==> src/rtl/mem_arbiter.sv <==
// Arbiter sharing one memory port between instruction fetch and the LSU.
// LSU has priority, fetch is protected by a streak limit, one transaction in flight.
module mem_arbiter #(
  parameter int MAX_LSU_STREAK = 4
) (
  input  logic        i_clk,
  input  logic        i_rst,
  input  logic        i_if_req,
  input  logic [31:0] i_if_addr,
  output logic        o_if_gnt,
  output logic        o_if_rvalid,
  output logic [31:0] o_if_rdata,
  input  logic        i_lsu_req,
  input  logic [31:0] i_lsu_addr,
  input  logic        i_lsu_we,
  input  logic [31:0] i_lsu_wdata,
  input  logic [1:0]  i_lsu_size,
  output logic        o_lsu_gnt,
  output logic        o_lsu_rvalid,
  output logic [31:0] o_lsu_rdata,
  output logic        o_mem_req,
  output logic [31:0] o_mem_addr,
  output logic        o_mem_we,
  output logic [31:0] o_mem_wdata,
  output logic [1:0]  o_mem_size,
  input  logic        i_mem_gnt,
  input  logic        i_mem_rvalid,
  input  logic [31:0] i_mem_rdata,
  output logic        o_busy
);

  typedef enum logic [1:0] {
    IDLE = 2'd0,
    REQ  = 2'd1,
    RESP = 2'd2
  } state_t;

  localparam logic       OWN_IF     = 1'b0;
  localparam logic       OWN_LSU    = 1'b1;
  localparam logic [3:0] STREAK_MAX = 4'(MAX_LSU_STREAK);
  localparam logic [1:0] SIZE_WORD  = 2'd2;

  state_t      state;
  state_t      state_next;
  logic        owner;
  logic [3:0]  streak;
  logic        if_win;
  logic        lsu_win;
  logic        resp_fire;

  logic [31:0] addr_q;
  logic        we_q;
  logic [31:0] wdata_q;
  logic [1:0]  size_q;

  always_comb begin
    state_next = state;
    if_win     = 1'b0;
    lsu_win    = 1'b0;
    resp_fire  = 1'b0;
    case (state)
      IDLE: begin
        // Fetch only overtakes a competing LSU request once the streak is exhausted.
        if (i_lsu_req && (!i_if_req || (streak != STREAK_MAX))) begin
          lsu_win = 1'b1;
        end else if (i_if_req) begin
          if_win = 1'b1;
        end
        if (lsu_win || if_win) begin
          state_next = REQ;
        end
      end
      REQ: begin
        if (i_mem_gnt) begin
          state_next = RESP;
        end
      end
      RESP: begin
        if (i_mem_rvalid) begin
          resp_fire  = 1'b1;
          state_next = IDLE;
        end
      end
      default: state_next = IDLE;
    endcase
  end

  always_ff @(posedge i_clk) begin
    if (i_rst) begin
      state  <= IDLE;
      owner  <= OWN_IF;
      streak <= 4'd0;
    end else begin
      state <= state_next;
      if (lsu_win) begin
        owner <= OWN_LSU;
        if (!i_if_req) begin
          streak <= 4'd0;
        end else if (streak < STREAK_MAX) begin
          streak <= streak + 4'd1;
        end
      end else if (if_win) begin
        owner  <= OWN_IF;
        streak <= 4'd0;
      end
    end
  end

  // Request capture: the memory bus only changes when a new grant is issued.
  always_ff @(posedge i_clk) begin
    if (i_rst) begin
      addr_q  <= 32'd0;
      we_q    <= 1'b0;
      wdata_q <= 32'd0;
      size_q  <= SIZE_WORD;
    end else if (lsu_win) begin
      addr_q  <= i_lsu_addr;
      we_q    <= i_lsu_we;
      wdata_q <= i_lsu_wdata;
      size_q  <= i_lsu_size;
    end else if (if_win) begin
      addr_q  <= i_if_addr;
      we_q    <= 1'b0;
      wdata_q <= 32'd0;
      size_q  <= SIZE_WORD;
    end
  end

  // Reset suppresses handshakes in the same cycle so a dropped response never leaks out.
  assign o_if_gnt     = if_win  && !i_rst;
  assign o_lsu_gnt    = lsu_win && !i_rst;
  assign o_if_rvalid  = resp_fire && (owner == OWN_IF)  && !i_rst;
  assign o_lsu_rvalid = resp_fire && (owner == OWN_LSU) && !i_rst;
  assign o_if_rdata   = o_if_rvalid  ? i_mem_rdata : 32'd0;
  assign o_lsu_rdata  = o_lsu_rvalid ? i_mem_rdata : 32'd0;

  assign o_mem_req   = (state == REQ);
  assign o_mem_addr  = addr_q;
  assign o_mem_we    = we_q;
  assign o_mem_wdata = wdata_q;
  assign o_mem_size  = size_q;
  assign o_busy      = (state != IDLE);

endmodule

==> config.mk <==
export PLATFORM = sky130hd
export DESIGN_NAME = mem_arbiter
export DESIGN_NICKNAME = d
export VERILOG_FILES = /design/src/rtl/mem_arbiter.sv
export SDC_FILE = /design/constraint.sdc
export NUM_CORES = 1
export LEC_CHECK = 0
export ABC_AREA = 0
export CAP_MARGIN = 25
export CORE_AREA = 2 2 105 107
export CTS_CLUSTER_DIAMETER = 40
export CTS_CLUSTER_SIZE = 8
export DETAILED_ROUTE_END_ITERATION = 7
export DIE_AREA = 0 0 107 109
export PLACE_DENSITY_LB_ADDON = 0.15
export SYNTH_ARGS = -nofsm -noshare
export SYNTH_HDL_FRONTEND = slang
export SYNTH_SLANG_ARGS = --single-unit
==> constraint.sdc <==
create_clock -name i_clk -period 2.3 [get_ports i_clk]
set_input_delay 0.345 -clock i_clk [delete_from_list [all_inputs] [get_ports i_clk]]
set_output_delay 0.345 -clock i_clk [all_outputs]
set_load 0.05 [all_outputs]
==> run_results.csv <==
group,metric,value,unit
run_status,status,"completed",
power,power.switching,1.43,mW
sta,layout_min_cycle_time,2.19,ns
power,powerDensity,567,mW/mm²
sta,max_freq,457,MHz
clocking,ctsRootBufferMaster,"clkbuf_8",
synth,syn_nets,482,
route,initialDrtViolationCount,150,
synth,ys_types,33,
route,ant_nets,0,
critical_path,worstSetupPathType,"input pin to output port",
floorplanning,dieArea,0.0117,mm²
global_route,globalRouteOverflowTotal,0,
clocking,clk_pin_slew,0.07,ns
clocking,cts_tree,"done",
cells_and_area,seq_area,0.00148,mm²
sta,final_hold_viol_count,0,
cells_and_area,diodes,0,
global_route,track_usage,21.2,%
cells_and_area,nNetsFinal,752,
clocking,cts_buffer_depth,2,
global_route,grt_pass1_vias,3461,
power,internal-power,2.47,mW
route,vias,3598,
synth,synthCells,343,
min_path,min_path_type,"flip-flop to flip-flop",
sta,slew_violations,0,
route,drt_first_pass_iters,4,
power,power.share.switching,36.6,%
synth,syn_area,0.00313,mm²
sta,slew_headroom,63.1,%
power,p_clk_share,23.8,%
critical_path,crit_chain,"clkdlybuf4s50_1 -> nor3b_1 -> and3_1 -> buf_12 -> and2_1 -> buf_12",
cells_and_area,multi_input_area,0.00147,mm²
route,viasPerCell,4.75,
cells_and_area,drive_above_1_share,17.0,%
sta,rsz0062_at_grt,"false",
cells_and_area,n_fill_cell,861,
synth,synth_top_area_share,47.3,%
critical_path,critPathMaxFanout,33,
critical_path,critPathLaunchType,"input pin",
sta,fin_tns_setup,0,ns
power,p_seq_share,38.6,%
global_route,grt_pass1_wl,19000,µm
route,wl,12700,µm
cells_and_area,utilization,64.8,%
critical_path,cp.arrival,1.84,ns
route,wl_per_cell,16.8,µm
sta,skew,0.0132,ns
sta,fin_crit_sh,95.1,%
clocking,numCtsBuffers,9,
placed_design,port_buffers,273,
sta,setup_viol,0,
critical_path,reg2reg_depth,7,
critical_path,cp-end-kind,"output port",
sta,tightest_slew,0.552,ns
critical_path,crit_path_frequent_cell,"buf_12",
synth,ys_seq_area_share,47.3,%
global_route,grt_max_degree,35,
run,max_cap_viol_count,0,
floorplanning,placeableCoreArea,0.0106,mm²
power,power_frac_comb,37.6,%
floorplanning,io_pins,274,
floorplanning,die_w,107,µm
min_path,min_path_cells,2,
placed_design,place_congestion,0.769,
power,p_leak,2.71,nW
synth,synth.yosys.warnings,0,
critical_path,cp_slowest_cell,"clkdlybuf4s50_1",
power,ir_drop,0.447,mV
clocking,cts.sinks,74,
synth,synth-seq-cells,74,
cells_and_area,syn_to_final_growth,119,%
clocking,clock_latency,0.35,ns
floorplanning,die_y,109,µm
critical_path,cpPeakStageDelay,0.48,ns
placed_design,placed_area,0.00668,mm²
floorplanning,initial_core_util,29.5,%
synth,yosysTopAreaCell,"dfxtp_1",
critical_path,crit_required,1.96,ns
clocking,cts-htree-levels,3,
synth,synth.area.top_cells,"dfxtp_1 47%, and2_1 13%, a22o_1 9.5%",
placed_design,dp_hpwl,9920,µm
floorplanning,rows,38,
route,drc,0,
synth,syn_area_per_cell,9.13,µm²
global_route,antenna_found_initial,0,
cells_and_area,design_area,0.00687,mm²
[timing repair]
item | CTS | global route
hold endpoints to repair | 0 | 0
buffers inserted | 0 | 0
hold buffers | 0 | 0
endpoints found under the setup margin | 0 | 1
gates resized for setup | 0 | 1
[worst max-delay path, delay by kind of cell]
kind | cells | cell delay (ns)
and+or+nand+nor | 3 | 0.67
buffers and inverters | 3 | 0.81
[layer usage]
layer,share of wire [%],track usage [%],vias up
li1,-,-,1751
met1,37,23.3,1658
met2,51,37.0,165
met3,9.9,8.49,24
met4,2.6,8.16,0
met5,0,0,-
[placed cells by master (no fill, tap or decap), types with 4 or more instances in the layout]
master,n
clkbuf_8,10
dfxtp_1,74
buf_4,10
o22ai_1,32
a21oi_1,33
and2_1,64
a22o_1,34
o21ai_0,4
buf_12,70
nor2_1,5
inv_1,7
clkdlybuf4s50_1,205
nand3_1,4
nand2_1,35
and3_1,5
[path summary, 6_finish.rpt]
kind,endpoint,slack [ns],startpoint
worst min-delay path,owner$_SDFFE_PP0P_,0.47,owner$_SDFFE_PP0P_
worst min register to register,owner$_SDFFE_PP0P_,0.47,owner$_SDFFE_PP0P_
worst max register to register,o_mem_addr[20]$_SDFFE_PP0P_,0.54,streak[0]$_SDFFE_PP0P_
worst max-delay path,o_if_rdata[18],0.11,i_mem_rvalid
[metrics by stage]
| step | instances | setup slack (ns) | hold slack [ns] | power, mW |
|---|---|---|---|---|
| global route | 758 | 0.0258 | 0.495 | 4.08 |
| finish | 758 | 0.113 | 0.475 | 3.90 |
| detailed placement | 742 | 0.105 | 0.454 | 3.00 |
| global placement | 742 | 0.113 | 0.456 | 2.98 |
| CTS | 758 | 0.0898 | 0.473 | 3.94 |
| floorplan | 343 | 0.242 | 0.432 | 2.37 |
[cells in the mapped netlist]
cell and instances:
nand4b_1 1, inv_1 7, nor2_4 1, clkinv_1 1
nor2_1 5, o22ai_1 32, buf_6 3, a22oi_4 1
a22o_1 34, and2_1 64, o31a_1 1, nor2b_2 1
nor2b_1 1, nor2_2 2, nor3b_1 1, and3_1 5
nand2_1 35, a21oi_2 2, ha_1 2, a211oi_1 1
mux2i_1 1, clkbuf_2 4, a21oi_1 33, buf_2 11
o21ai_0 4, a22oi_1 1, a2bb2oi_1 1, dfxtp_1 74
or3_4 1, nand3_1 4, inv_2 1, buf_4 5
clkbuf_1 3
[power by group through the flow]
stage                     logic (mW)  registers (mW)  clock network, mW
after floorplan                0.346            2.02                  0
after global placement          1.45            1.53                  0
after detailed placement        1.47            1.53                  0
after CTS                       1.47            1.50              0.964
after global routing            1.53            1.52               1.02
final                           1.46            1.50              0.927
[cell families after synthesis]
kind of cell               synth area share (%)
muxes                                     0.320
DFF                                        47.3
AOI/OAI and AO/OA                          24.1
and+or+nand+nor                            21.3
adders and majority gates                 0.799
buffers and inverters                      6.11
[sequential cells by signal, summed over array words and instances (netlist names)]
name         flops
o_mem_addr      32
o_mem_wdata     32
streak           4
o_mem_size       2
state            2
o_mem_we         1
owner            1
[cell type report]
class	instances	share of cell area [%]
Timing Repair Buffer	285	51.4
Clock buffer	11	2.06
Tap cell	140	2.55
Multi-Input combinational cell	234	21.4
Sequential cell	74	21.6
Clock inverter	5	0.547
Inverter	9	0.492
(Power assumes the default switching activity.)
